<file path="config.mk">
export PLATFORM = sky130hd
export DESIGN_NAME = move_arbiter
export DESIGN_NICKNAME = d
export VERILOG_FILES = /design/src/rtl/game_pkg.sv /design/src/rtl/rr_arbiter4.sv /design/src/rtl/move_arbiter.sv
export SDC_FILE = /design/constraint.sdc
export NUM_CORES = 1
export LEC_CHECK = 0
export ABC_CLOCK_PERIOD_IN_PS = 7620
export CAP_MARGIN = 40
export CORE_MARGIN = 3
export CORE_UTILIZATION = 55
export DETAILED_ROUTE_END_ITERATION = 12
export PLACE_DENSITY = 0.79
export SLEW_MARGIN = 5
export SYNTH_ARGS = -nofsm -noshare
export SYNTH_HDL_FRONTEND = slang
export SYNTH_HIERARCHICAL = 1
export SYNTH_SLANG_ARGS = --single-unit
</file>
<file path="constraint.sdc">
create_clock -name clk -period 7.62 [get_ports clk]
set_input_delay 1.905 -clock clk [delete_from_list [all_inputs] [get_ports clk]]
set_output_delay 1.905 -clock clk [all_outputs]
set_load 0.01 [all_outputs]
</file>
<file path="src/rtl/game_pkg.sv">
// rtl/game_pkg.sv - shared constants and types for the character move sequencer
// Holds character indices, direction encodings, FSM state type, default
// screen size and the per-character reset positions.
package game_pkg;

    localparam logic [1:0] MAGE     = 2'd0;
    localparam logic [1:0] GUNMAN   = 2'd1;
    localparam logic [1:0] SWORDMAN = 2'd2;
    localparam logic [1:0] FISTMAN  = 2'd3;

    typedef enum logic [1:0] {
        DIR_UP    = 2'b00,
        DIR_DOWN  = 2'b01,
        DIR_LEFT  = 2'b10,
        DIR_RIGHT = 2'b11
    } dir_e;

    typedef enum logic [1:0] {
        IDLE = 2'd0,
        TEST = 2'd1,
        RESP = 2'd2
    } arb_state_e;

    localparam int SCREEN_W_DEF = 96;
    localparam int SCREEN_H_DEF = 64;

    // Packed in port order: character i occupies [7i+6:7i] / [6i+5:6i].
    // mage (8,8), gunman (80,8), swordman (8,48), fistman (80,48)
    localparam logic [27:0] RST_POS_X = {7'd80, 7'd8, 7'd80, 7'd8};
    localparam logic [23:0] RST_POS_Y = {6'd48, 6'd48, 6'd8, 6'd8};

endpackage

</file>
<file path="src/rtl/rr_arbiter4.sv">
// rtl/rr_arbiter4.sv - combinational 4-way round-robin picker
// Ports:
//   req   in  4  pending requests
//   last  in  2  index served most recently; search starts at last+1
//   grant out 4  one-hot winner (zero when no request)
//   valid out 1  at least one request pending
module rr_arbiter4 (
    input  logic [3:0] req,
    input  logic [1:0] last,
    output logic [3:0] grant,
    output logic       valid
);

    logic [1:0] idx;

    always_comb begin
        grant = 4'b0000;
        valid = 1'b0;
        idx   = 2'd0;
        // Offsets 1..4; offset 4 wraps to last itself, so it is checked last.
        for (int k = 1; k <= 4; k++) begin
            idx = last + 2'(k);
            if (!valid && req[idx]) begin
                grant[idx] = 1'b1;
                valid      = 1'b1;
            end
        end
    end

endmodule

</file>
<file path="src/rtl/move_arbiter.sv">
// rtl/move_arbiter.sv - round-robin movement sequencer sharing one collision test port
// Optional feature: MOVE_ARB_HIT_STUN_EN (per-character stun after a hit).
// Ports:
//   clk, reset              clock, asynchronous active-high reset
//   move_req[3:0]           level request per character
//   move_dir[7:0]           2-bit direction per character
//   move_ack[3:0], move_ok  one-cycle result of the served request
//   busy                    high in TEST and RESP
//   test_x, test_y          candidate position to the detector
//   character_to_move       granted character index to the detector
//   move_allowed            detector verdict for the current test port
//   hit[3:0]                per-character hit flags from the detector
//   pos_x[27:0], pos_y[23:0] packed character positions
module move_arbiter
    import game_pkg::*;
#(
    parameter int          SCREEN_W    = SCREEN_W_DEF,
    parameter int          SCREEN_H    = SCREEN_H_DEF,
    parameter int          CHAR_W      = 8,
    parameter int          CHAR_H      = 8,
    parameter int          STEP        = 1,
    parameter logic [15:0] STUN_CYCLES = 16'd50000
) (
    input  logic        clk,
    input  logic        reset,
    input  logic [3:0]  move_req,
    input  logic [7:0]  move_dir,
    output logic [3:0]  move_ack,
    output logic        move_ok,
    output logic        busy,
    output logic [6:0]  test_x,
    output logic [5:0]  test_y,
    output logic [1:0]  character_to_move,
    input  logic        move_allowed,
    input  logic [3:0]  hit,
    output logic [27:0] pos_x,
    output logic [23:0] pos_y
);

    arb_state_e  state_q, state_d;
    logic [1:0]  rr_last_q, rr_last_d;
    logic [3:0]  grant_q, grant_d;
    logic [1:0]  ctm_q, ctm_d;
    logic [6:0]  test_x_q, test_x_d;
    logic [5:0]  test_y_q, test_y_d;
    logic        oob_q, oob_d;
    logic [3:0]  move_ack_q, move_ack_d;
    logic        move_ok_q, move_ok_d;
    logic [27:0] pos_x_q, pos_x_d;
    logic [23:0] pos_y_q, pos_y_d;

    logic [3:0]  arb_grant;
    logic        arb_valid;
    logic [1:0]  pick_idx;
    logic [6:0]  cur_x;
    logic [5:0]  cur_y;
    logic [1:0]  cur_dir;
    logic [7:0]  cx;
    logic [6:0]  cy;
    logic        oob_c;
    logic [6:0]  cand_x;
    logic [5:0]  cand_y;
    logic        stunned;
    logic        commit_ok;

    rr_arbiter4 u_rr (
        .req   (move_req),
        .last  (rr_last_q),
        .grant (arb_grant),
        .valid (arb_valid)
    );

    always_comb begin
        pick_idx = 2'd0;
        for (int i = 0; i < 4; i++) begin
            if (arb_grant[i]) pick_idx = 2'(i);
        end
    end

    // Candidate position in widened arithmetic so that under/overflow is
    // detected instead of wrapping; an out-of-bounds move tests the
    // unmodified position and is rejected.
    always_comb begin
        cur_x   = pos_x_q[7*pick_idx +: 7];
        cur_y   = pos_y_q[6*pick_idx +: 6];
        cur_dir = move_dir[2*pick_idx +: 2];
        cx      = {1'b0, cur_x};
        cy      = {1'b0, cur_y};
        oob_c   = 1'b0;
        case (dir_e'(cur_dir))
            DIR_UP: begin
                if (cy < 7'(STEP)) oob_c = 1'b1;
                else               cy    = cy - 7'(STEP);
            end
            DIR_DOWN: begin
                cy = cy + 7'(STEP);
                if (cy + 7'(CHAR_H) > 7'(SCREEN_H)) oob_c = 1'b1;
            end
            DIR_LEFT: begin
                if (cx < 8'(STEP)) oob_c = 1'b1;
                else               cx    = cx - 8'(STEP);
            end
            default: begin
                cx = cx + 8'(STEP);
                if (cx + 8'(CHAR_W) > 8'(SCREEN_W)) oob_c = 1'b1;
            end
        endcase
        cand_x = oob_c ? cur_x : cx[6:0];
        cand_y = oob_c ? cur_y : cy[5:0];
    end

`ifdef MOVE_ARB_HIT_STUN_EN
    logic [15:0] stun_q [4];
    logic [15:0] stun_d [4];

    always_comb begin
        for (int i = 0; i < 4; i++) begin
            if (hit[i])                stun_d[i] = STUN_CYCLES;
            else if (stun_q[i] != '0)  stun_d[i] = stun_q[i] - 16'd1;
            else                       stun_d[i] = '0;
        end
    end

    always_ff @(posedge clk or posedge reset) begin
        if (reset) begin
            for (int i = 0; i < 4; i++) stun_q[i] <= '0;
        end else begin
            for (int i = 0; i < 4; i++) stun_q[i] <= stun_d[i];
        end
    end

    assign stunned = (stun_q[ctm_q] != '0);
`else
    logic unused_cfg;
    assign unused_cfg = ^{hit, STUN_CYCLES};
    assign stunned    = 1'b0;
`endif

    assign commit_ok = move_allowed & ~oob_q & ~stunned;

    always_comb begin
        state_d    = state_q;
        rr_last_d  = rr_last_q;
        grant_d    = grant_q;
        ctm_d      = ctm_q;
        test_x_d   = test_x_q;
        test_y_d   = test_y_q;
        oob_d      = oob_q;
        move_ack_d = 4'b0000;
        move_ok_d  = 1'b0;
        pos_x_d    = pos_x_q;
        pos_y_d    = pos_y_q;
        case (state_q)
            IDLE: begin
                if (arb_valid) begin
                    grant_d  = arb_grant;
                    ctm_d    = pick_idx;
                    test_x_d = cand_x;
                    test_y_d = cand_y;
                    oob_d    = oob_c;
                    state_d  = TEST;
                end
            end
            TEST: begin
                if (commit_ok) begin
                    pos_x_d[7*ctm_q +: 7] = test_x_q;
                    pos_y_d[6*ctm_q +: 6] = test_y_q;
                end
                move_ack_d = grant_q;
                move_ok_d  = commit_ok;
                rr_last_d  = ctm_q;
                state_d    = RESP;
            end
            RESP: begin
                state_d = IDLE;
            end
            default: begin
                state_d = IDLE;
            end
        endcase
    end

    always_ff @(posedge clk or posedge reset) begin
        if (reset) begin
            state_q    <= IDLE;
            rr_last_q  <= 2'd3;
            grant_q    <= 4'b0000;
            ctm_q      <= 2'd0;
            test_x_q   <= 7'd0;
            test_y_q   <= 6'd0;
            oob_q      <= 1'b0;
            move_ack_q <= 4'b0000;
            move_ok_q  <= 1'b0;
            pos_x_q    <= RST_POS_X;
            pos_y_q    <= RST_POS_Y;
        end else begin
            state_q    <= state_d;
            rr_last_q  <= rr_last_d;
            grant_q    <= grant_d;
            ctm_q      <= ctm_d;
            test_x_q   <= test_x_d;
            test_y_q   <= test_y_d;
            oob_q      <= oob_d;
            move_ack_q <= move_ack_d;
            move_ok_q  <= move_ok_d;
            pos_x_q    <= pos_x_d;
            pos_y_q    <= pos_y_d;
        end
    end

    assign move_ack          = move_ack_q;
    assign move_ok           = move_ok_q;
    assign busy              = (state_q == TEST) || (state_q == RESP);
    assign test_x            = test_x_q;
    assign test_y            = test_y_q;
    assign character_to_move = ctm_q;
    assign pos_x             = pos_x_q;
    assign pos_y             = pos_y_q;

endmodule

</file>
* Yosys cells after proc, flatten, opt, wreduce, memory -nomap -nowiden
Cells that the tools add are included.
Storage, ports and cells: register bits 81, bits in latches 0, memory bits (writable) 0, ROM bits 0, input bits 19, output and inout bits 73, word-level logic and storage cells 115, memories 0
Cells by class: add/subtract/negate cells 11, multipliers 4, div/mod/pow operators 0, $lt $le $gt $ge 12, equal/unequal tests 5, shift operators 7, muxes and demuxes 44, bitwise gates (word level) 5, reduce and logical (&&, ||, !) cells 16
Operator list (number):
- negation 5 -> 34 bit | 2
- variable shift 6 x 34 -> 24 bit, first input constant | 1
- variable shift 7 x 34 -> 28 bit, first input constant | 1
- indexed part select 6 x 34 -> 24 bit | 1
- indexed part select 7 x 34 -> 28 bit | 1
- bitwise mux 28 bit | 1
- indexed part select 28 x 6 -> 7 bit | 1
- bitwise mux 24 bit | 1
- indexed part select 24 x 6 -> 6 bit | 1
- 2-to-1 mux 4 bit | 5
- 2-to-1 mux 1 bit | 18
- 2-to-1 mux 7 bit | 2
- one-hot mux 7 bit (2 select lines) | 1
- < comparator 2 x 3 -> 1 bit, second input constant | 4
- 2-to-1 mux 6 bit | 2
- bitwise OR 4 bit | 3
- one-hot mux 6 bit (2 select lines) | 1
- multiplier 3 x 2 -> 5 bit, first input constant | 2
- adder 7 x 1 -> 8 bit, second input constant | 1
- adder 8 x 4 -> 8 bit, second input constant | 1
- binary-select mux 1 bit (select 2 bit) | 4
- demux 1 bit (select 2 bit) | 4
- greater-or-equal comparator 2 x 1 -> 1 bit, second input constant | 4
- greater-than comparator 8 x 7 -> 1 bit, second input constant | 1
- other kinds (25) | 41

* Depth between registers and ports, before layout
depth in word-level cells 24, depth in mapped cells 25, gate-level depth less buffers 21

* By module
The synthesis kept the hierarchy.
By module, submodules not included:
- move_arbiter | instances 1, cells each 600, area an instance 5281.3 µm², seq. area each 2044.5 µm²
- rr_arbiter4 | instances 1, cells each 48, area an instance 415.4 µm², seq. area each 0.0 µm²

* Worst setup path before layout
No wires, ideal clock.
path kind in2reg, start point in move_req[3], end point reg test_x_q[0], in the netlist test_x[0], setup time 77 ps, data arrival time 6311 ps, data required time 7543 ps, setup slack 1232 ps, stages on the path 20, buffers on the path 2, cell sequence or3b_1 > a2111o_1 > nand3_2 > a221o_1 > buf_6 > mux2_2 > o221ai_2 > inv_1 > ha_1 > and2_1 > nand2_1 > xnor2_1 > ha_1 > buf_1 > or3_1 > and3_1 > nor4_4 > o21a_2 > mux2_1 > o21ai_1
Between the ends: longest elaborated chain between the ends 23, elaborated cells on any way between the ends 55, those cells by class 5 x add/sub; 2 x mul; 4 x order compare; 2 x eq/ne; 3 x shift; 27 x mux; 3 x bitwise; 9 x reduce/logical
RTL lines:
- start: declaration | RTL line move_arbiter.sv:26 | input logic [3:0] move_req,
- binary-select mux 1 bit (select 2 bit) | RTL line rr_arbiter4.sv:23 | if (!valid && req[idx]) begin
- 2-to-1 mux 1 bit (implied by the code) | RTL line rr_arbiter4.sv:23
- 2-to-1 mux 1 bit | RTL line rr_arbiter4.sv:23
- zero test 1 bit | RTL line rr_arbiter4.sv:23
- logical AND 1 bit | RTL line rr_arbiter4.sv:23
- 2-to-1 mux 1 bit | RTL line rr_arbiter4.sv:23
- zero test 1 bit | RTL line rr_arbiter4.sv:23
- logical AND 1 bit | RTL line rr_arbiter4.sv:23
- [4 not listed]
- net arb_grant[1] | RTL line move_arbiter.sv:52 | logic [3:0] arb_grant;
- [3 not listed]
- multiplier 3 x 2 -> 5 bit or multiplier 2 x 2 -> 4 bit (tied branches) | RTL line move_arbiter.sv:84, move_arbiter.sv:85
- indexed part select 28 x 6 -> 7 bit or indexed part select 24 x 6 -> 6 bit (tied branches) | RTL line move_arbiter.sv:84, move_arbiter.sv:85
- adder 7 x 1 -> 8 bit or adder 6 x 1 -> 7 bit (tied branches) | RTL line move_arbiter.sv:104, move_arbiter.sv:96
- adder 8 x 4 -> 8 bit or adder 7 x 4 -> 7 bit (tied branches) | RTL line move_arbiter.sv:105, move_arbiter.sv:97
- greater-than comparator 8 x 7 -> 1 bit or greater-than comparator 7 bit (tied branches) | RTL line move_arbiter.sv:105, move_arbiter.sv:97
- 2-to-1 mux 1 bit (on tied branches) | RTL line move_arbiter.sv:105, move_arbiter.sv:97
- one-hot mux 1 bit (3 select lines) | RTL line move_arbiter.sv:90 | case (dir_e'(cur_dir))
- 2-to-1 mux 7 bit (*) | RTL line move_arbiter.sv:108 | cand_x = oob_c ? cur_x : cx[6:0];
- end signal: assignment | RTL line move_arbiter.sv:201 | test_x_q <= test_x_d;
- end: declaration | RTL line move_arbiter.sv:44 | logic [6:0] test_x_q, test_x_d;
Mark *: on every way through the listed nets, which the timed path passes. The rest lies on a longest branch. The select of a mux whose other input is x is not followed. A chain may end at the register's enable or synchronous reset.

* Worst setup path in the final report
start point in move_req[1], end point reg test_y_q[2], in the netlist test_y[2]
Between the ends: elaborated cells on any way between the ends 54, those cells by class 5 x add/sub; 2 x mul; 4 x order compare; 2 x eq/ne; 3 x shift; 27 x mux; 3 x bitwise; 8 x reduce/logical
RTL lines:
- binary-select mux 1 bit (select 2 bit) | RTL line rr_arbiter4.sv:23
- 2-to-1 mux 1 bit (implied by the code) | RTL line rr_arbiter4.sv:23
- 2-to-1 mux 1 bit | RTL line rr_arbiter4.sv:23
- zero test 1 bit | RTL line rr_arbiter4.sv:23
- logical AND 1 bit | RTL line rr_arbiter4.sv:23
- 2-to-1 mux 1 bit | RTL line rr_arbiter4.sv:23
- zero test 1 bit | RTL line rr_arbiter4.sv:23
- logical AND 1 bit | RTL line rr_arbiter4.sv:23
- [4 not listed]
- net arb_grant[3] | RTL line move_arbiter.sv:52
- [1 not listed]
- multiplier 3 x 2 -> 5 bit or multiplier 2 x 2 -> 4 bit (tied branches) | RTL line move_arbiter.sv:84, move_arbiter.sv:85
- indexed part select 28 x 6 -> 7 bit or indexed part select 24 x 6 -> 6 bit (tied branches) | RTL line move_arbiter.sv:84, move_arbiter.sv:85
- adder 7 x 1 -> 8 bit or adder 6 x 1 -> 7 bit (tied branches) | RTL line move_arbiter.sv:104, move_arbiter.sv:96
- adder 8 x 4 -> 8 bit or adder 7 x 4 -> 7 bit (tied branches) | RTL line move_arbiter.sv:105, move_arbiter.sv:97
- greater-than comparator 8 x 7 -> 1 bit or greater-than comparator 7 bit (tied branches) | RTL line move_arbiter.sv:105, move_arbiter.sv:97
- 2-to-1 mux 1 bit (on tied branches) | RTL line move_arbiter.sv:105, move_arbiter.sv:97
- one-hot mux 1 bit (3 select lines) | RTL line move_arbiter.sv:90
- 2-to-1 mux 6 bit (*) | RTL line move_arbiter.sv:109 | cand_y = oob_c ? cur_y : cy[5:0];
- end signal: assignment | RTL line move_arbiter.sv:202 | test_y_q <= test_y_d;
- end: declaration | RTL line move_arbiter.sv:45 | logic [5:0] test_y_q, test_y_d;
Marks and branches as above.

==> out/results.ini <==
[run_status]
outcome=complete, no violations

[worst_setup_path]
reg2reg_depth=20
worstSetupStartpoint=move_req[1]
worstReg2RegEnd=test_y[2]
arrival_ps=7330
cp-endpoint=test_y[2]
crit_path_end_kind=flip-flop
r2r_slack_ps=1480
start_kind=input pin
crit_required_ps=7900
reg2reg_from=rr_last_q[1]
critPathMaxFanout=26
path_class=input pin to flip-flop

[clocking]
postCtsSetupBuffers=0
cts_hold_buf=0
cts.sinks=81
clock_insertion_delay_worst_skew_ps=370
cts_resized=0
cts_root_buf=clkbuf_8
numCtsBuffers=9
cts.clk_slew.worst_paths_ps=90
clockBufferDepth=2
htreeDepth=3
cts_tree=yes

[floorplanning]
io_pins=92
dieArea_um2=11600
die_w_um=108
rows=36
coreArea_um2=9910
die-height_um=108
start_util_pct=57.5

[yosys]
synth_cell_types=83
postSynthAreaPerCell_um2=8.79
synth_edf_count=0
synth_top_area_share_pct=29.4
synth-main-ff-cell=dfrtp_1
syn_area_um2=5700
synth_top_cell_by_area=dfrtp_1
synthXorXnorAreaFrac_pct=1.38
syn_nets=692
yosys.area_share.simple_pct=22.0
yosys_warnings=6
synth_seq_area_share_pct=35.9
synth_compound_area_share_pct=22.1
synthAdderAreaFrac_pct=5.49
synthMuxAreaShare_pct=7.88
synth_top_family_by_area=compound AO/OA/AOI/OAI gates
synthCells=648
synth_seq_cells=81
yosys-top-cells-area=dfrtp_1 (29%), nand2_1 (9.2%), dfstp_2 (6.5%)
ys_async_sr_fraction_pct=100

[route]
routedWlPerCell_um=19.4
drc=0
drt_pass1_iterations=5
vias=5510
drt_wl_total_mm=16.8
drt_iter0_drc=450
vias_per_cell=6.34
final_antenna_net_count=0

[timing]
max_freq_ghz=0.142
slew-limit-headroom_pct=44.3
final-max-slew-violation-count=0
setup_viol=0
fin_crit_sh_pct=92.5
fin_worst_skew_ps=7.17
finalCriticalPeriod_ps=7050
rsz0062_at_grt=no
hold_violations=0
finalSetupTns_ps=0
max_slew.worst_pin.slew_ps=827
setup_slack_ps=573

[min_path]
hold_class=flip-flop to flip-flop
holdPathStages=2

[layout]
final_common_cell=nand2_1
final_cell_mix=nand2_1 (139), clkdlybuf4s50_1 (87), o21ai_0 (72)
drive_gt1_share_pct=12.2
num-nets-final=775
diodes=0
area_growth_pct=21.4

[global_routing]
grt_remaining_overflow=0
grt_max_degree=59
grt_pass1_vias=5334
antenna_found_initial=0
grt_pass1_wl_mm=27.3
grtUsageTotal_pct=30.1

[placement]
gp_congestion=0.921
dp_hpwl_mm=12.6
dp_worst_setup_slack_ps=294
numPortBuffers=87

[run]
max_cap_viol_count=0

[worst max-delay path: stages]
cell,delay (ps)
clkdlybuf4s50_1,610
or3b_1,380
a2111o_1,420
nand3_2,110
a221o_1,450
buf_4,360
nor2b_2,130
a222oi_1,370
ha_1,340
nand2_1,140
nor2_1,190
xor2_1,180
ha_1,260
or4b_1,510
o21ai_0,160
o32a_2,200
o21bai_4,200
nand2_4,150
o31ai_2,250
[cells in the mapped netlist, drive strengths merged (3+ instances only)]
cell / instances
a21oi: 15
a221o: 9
a221oi: 5
a222oi: 3
a22oi: 5
and2: 9
buf: 13
clkbuf: 19
dfrtp: 67
dfstp: 14
ha: 25
inv: 31
mux2: 15
mux2i: 25
nand2: 141
nand2b: 12
nand3: 16
nand3b: 3
nand4: 6
nor2: 22
nor2b: 6
nor3: 10
nor3b: 5
nor4: 4
o211ai: 12
o21a: 4
o21ai: 79
o221ai: 9
o22ai: 4
o31ai: 6
or2: 3
or3: 5
or3b: 4
xnor2: 7
[how the worst min path moves through the flow]
stage | start | to | slack, ps
3_5_place_dp | grant_q[0] | grant_q[0] | 460
5_1_grt | grant_q[1] | grant_q[1] | 520
2_1_floorplan | grant_q[0] | grant_q[0] | 440
3_3_place_gp | grant_q[2] | grant_q[2] | 460
4_1_cts | grant_q[0] | grant_q[0] | 480
6_report | grant_q[0] | grant_q[0] | 480
[layout make-up]
type / count / area [um^2]
Clock buffer: 10 / 128
Clock inverter: 6 / 75.1
Fill cell: 814 / 3000
Inverter: 31 / 118
Multi-Input combinational cell: 504 / 3350
Sequential cell: 81 / 2040
Tap cell: 133 / 166
Timing Repair Buffer: 104 / 1030
[cell families (layout without fill, tap and decap cells)]
| group | after synthesis | in the layout |
|---|---|---|
| adders and majority gates | 25 | 25 |
| DFF | 81 | 81 |
| AOI/OAI and AO/OA | 173 | 173 |
| xor gates and xnor gates | 9 | 9 |
| muxes | 41 | 41 |
| buffers and inverters | 63 | 151 |
| and+or+nand+nor | 256 | 256 |
[metal layers]
layer / share of wire [%] / up-vias / GRT usage, % / wire length [um]
met1: 41 / 2698 / 37.9 / 6840
met5: 0 / - / 0 / 0
met3: 7.1 / 38 / 4.98 / 1200
li1: - / 2502 / - / -
met4: 2.7 / 0 / 10.1 / 458
met2: 50 / 272 / 52.4 / 8350
[state kept, by name, indices dropped and copies added (netlist names)]
register           count
state_q                2
grant_q                4
pos_x                 28
pos_y                 24
move_ack               4
move_ok                1
character_to_move      2
oob_q                  1
test_x                 7
test_y                 6
rr_last_q              2
[stage by stage]
step	cells	cell area (um^2)	utilization, %	hold slack (ps)
2_1_floorplan	648	5700	-	437
3_3_place_gp	852	6680	67.4	457
3_5_place_dp	853	6710	67.7	461
4_1_cts	869	6910	69.8	481
5_1_grt	869	6910	69.8	518
6_report	869	6910	69.8	483
Power is not shown: default switching activity piles up to over one toggle a cycle in this logic, so the estimate is an artifact.
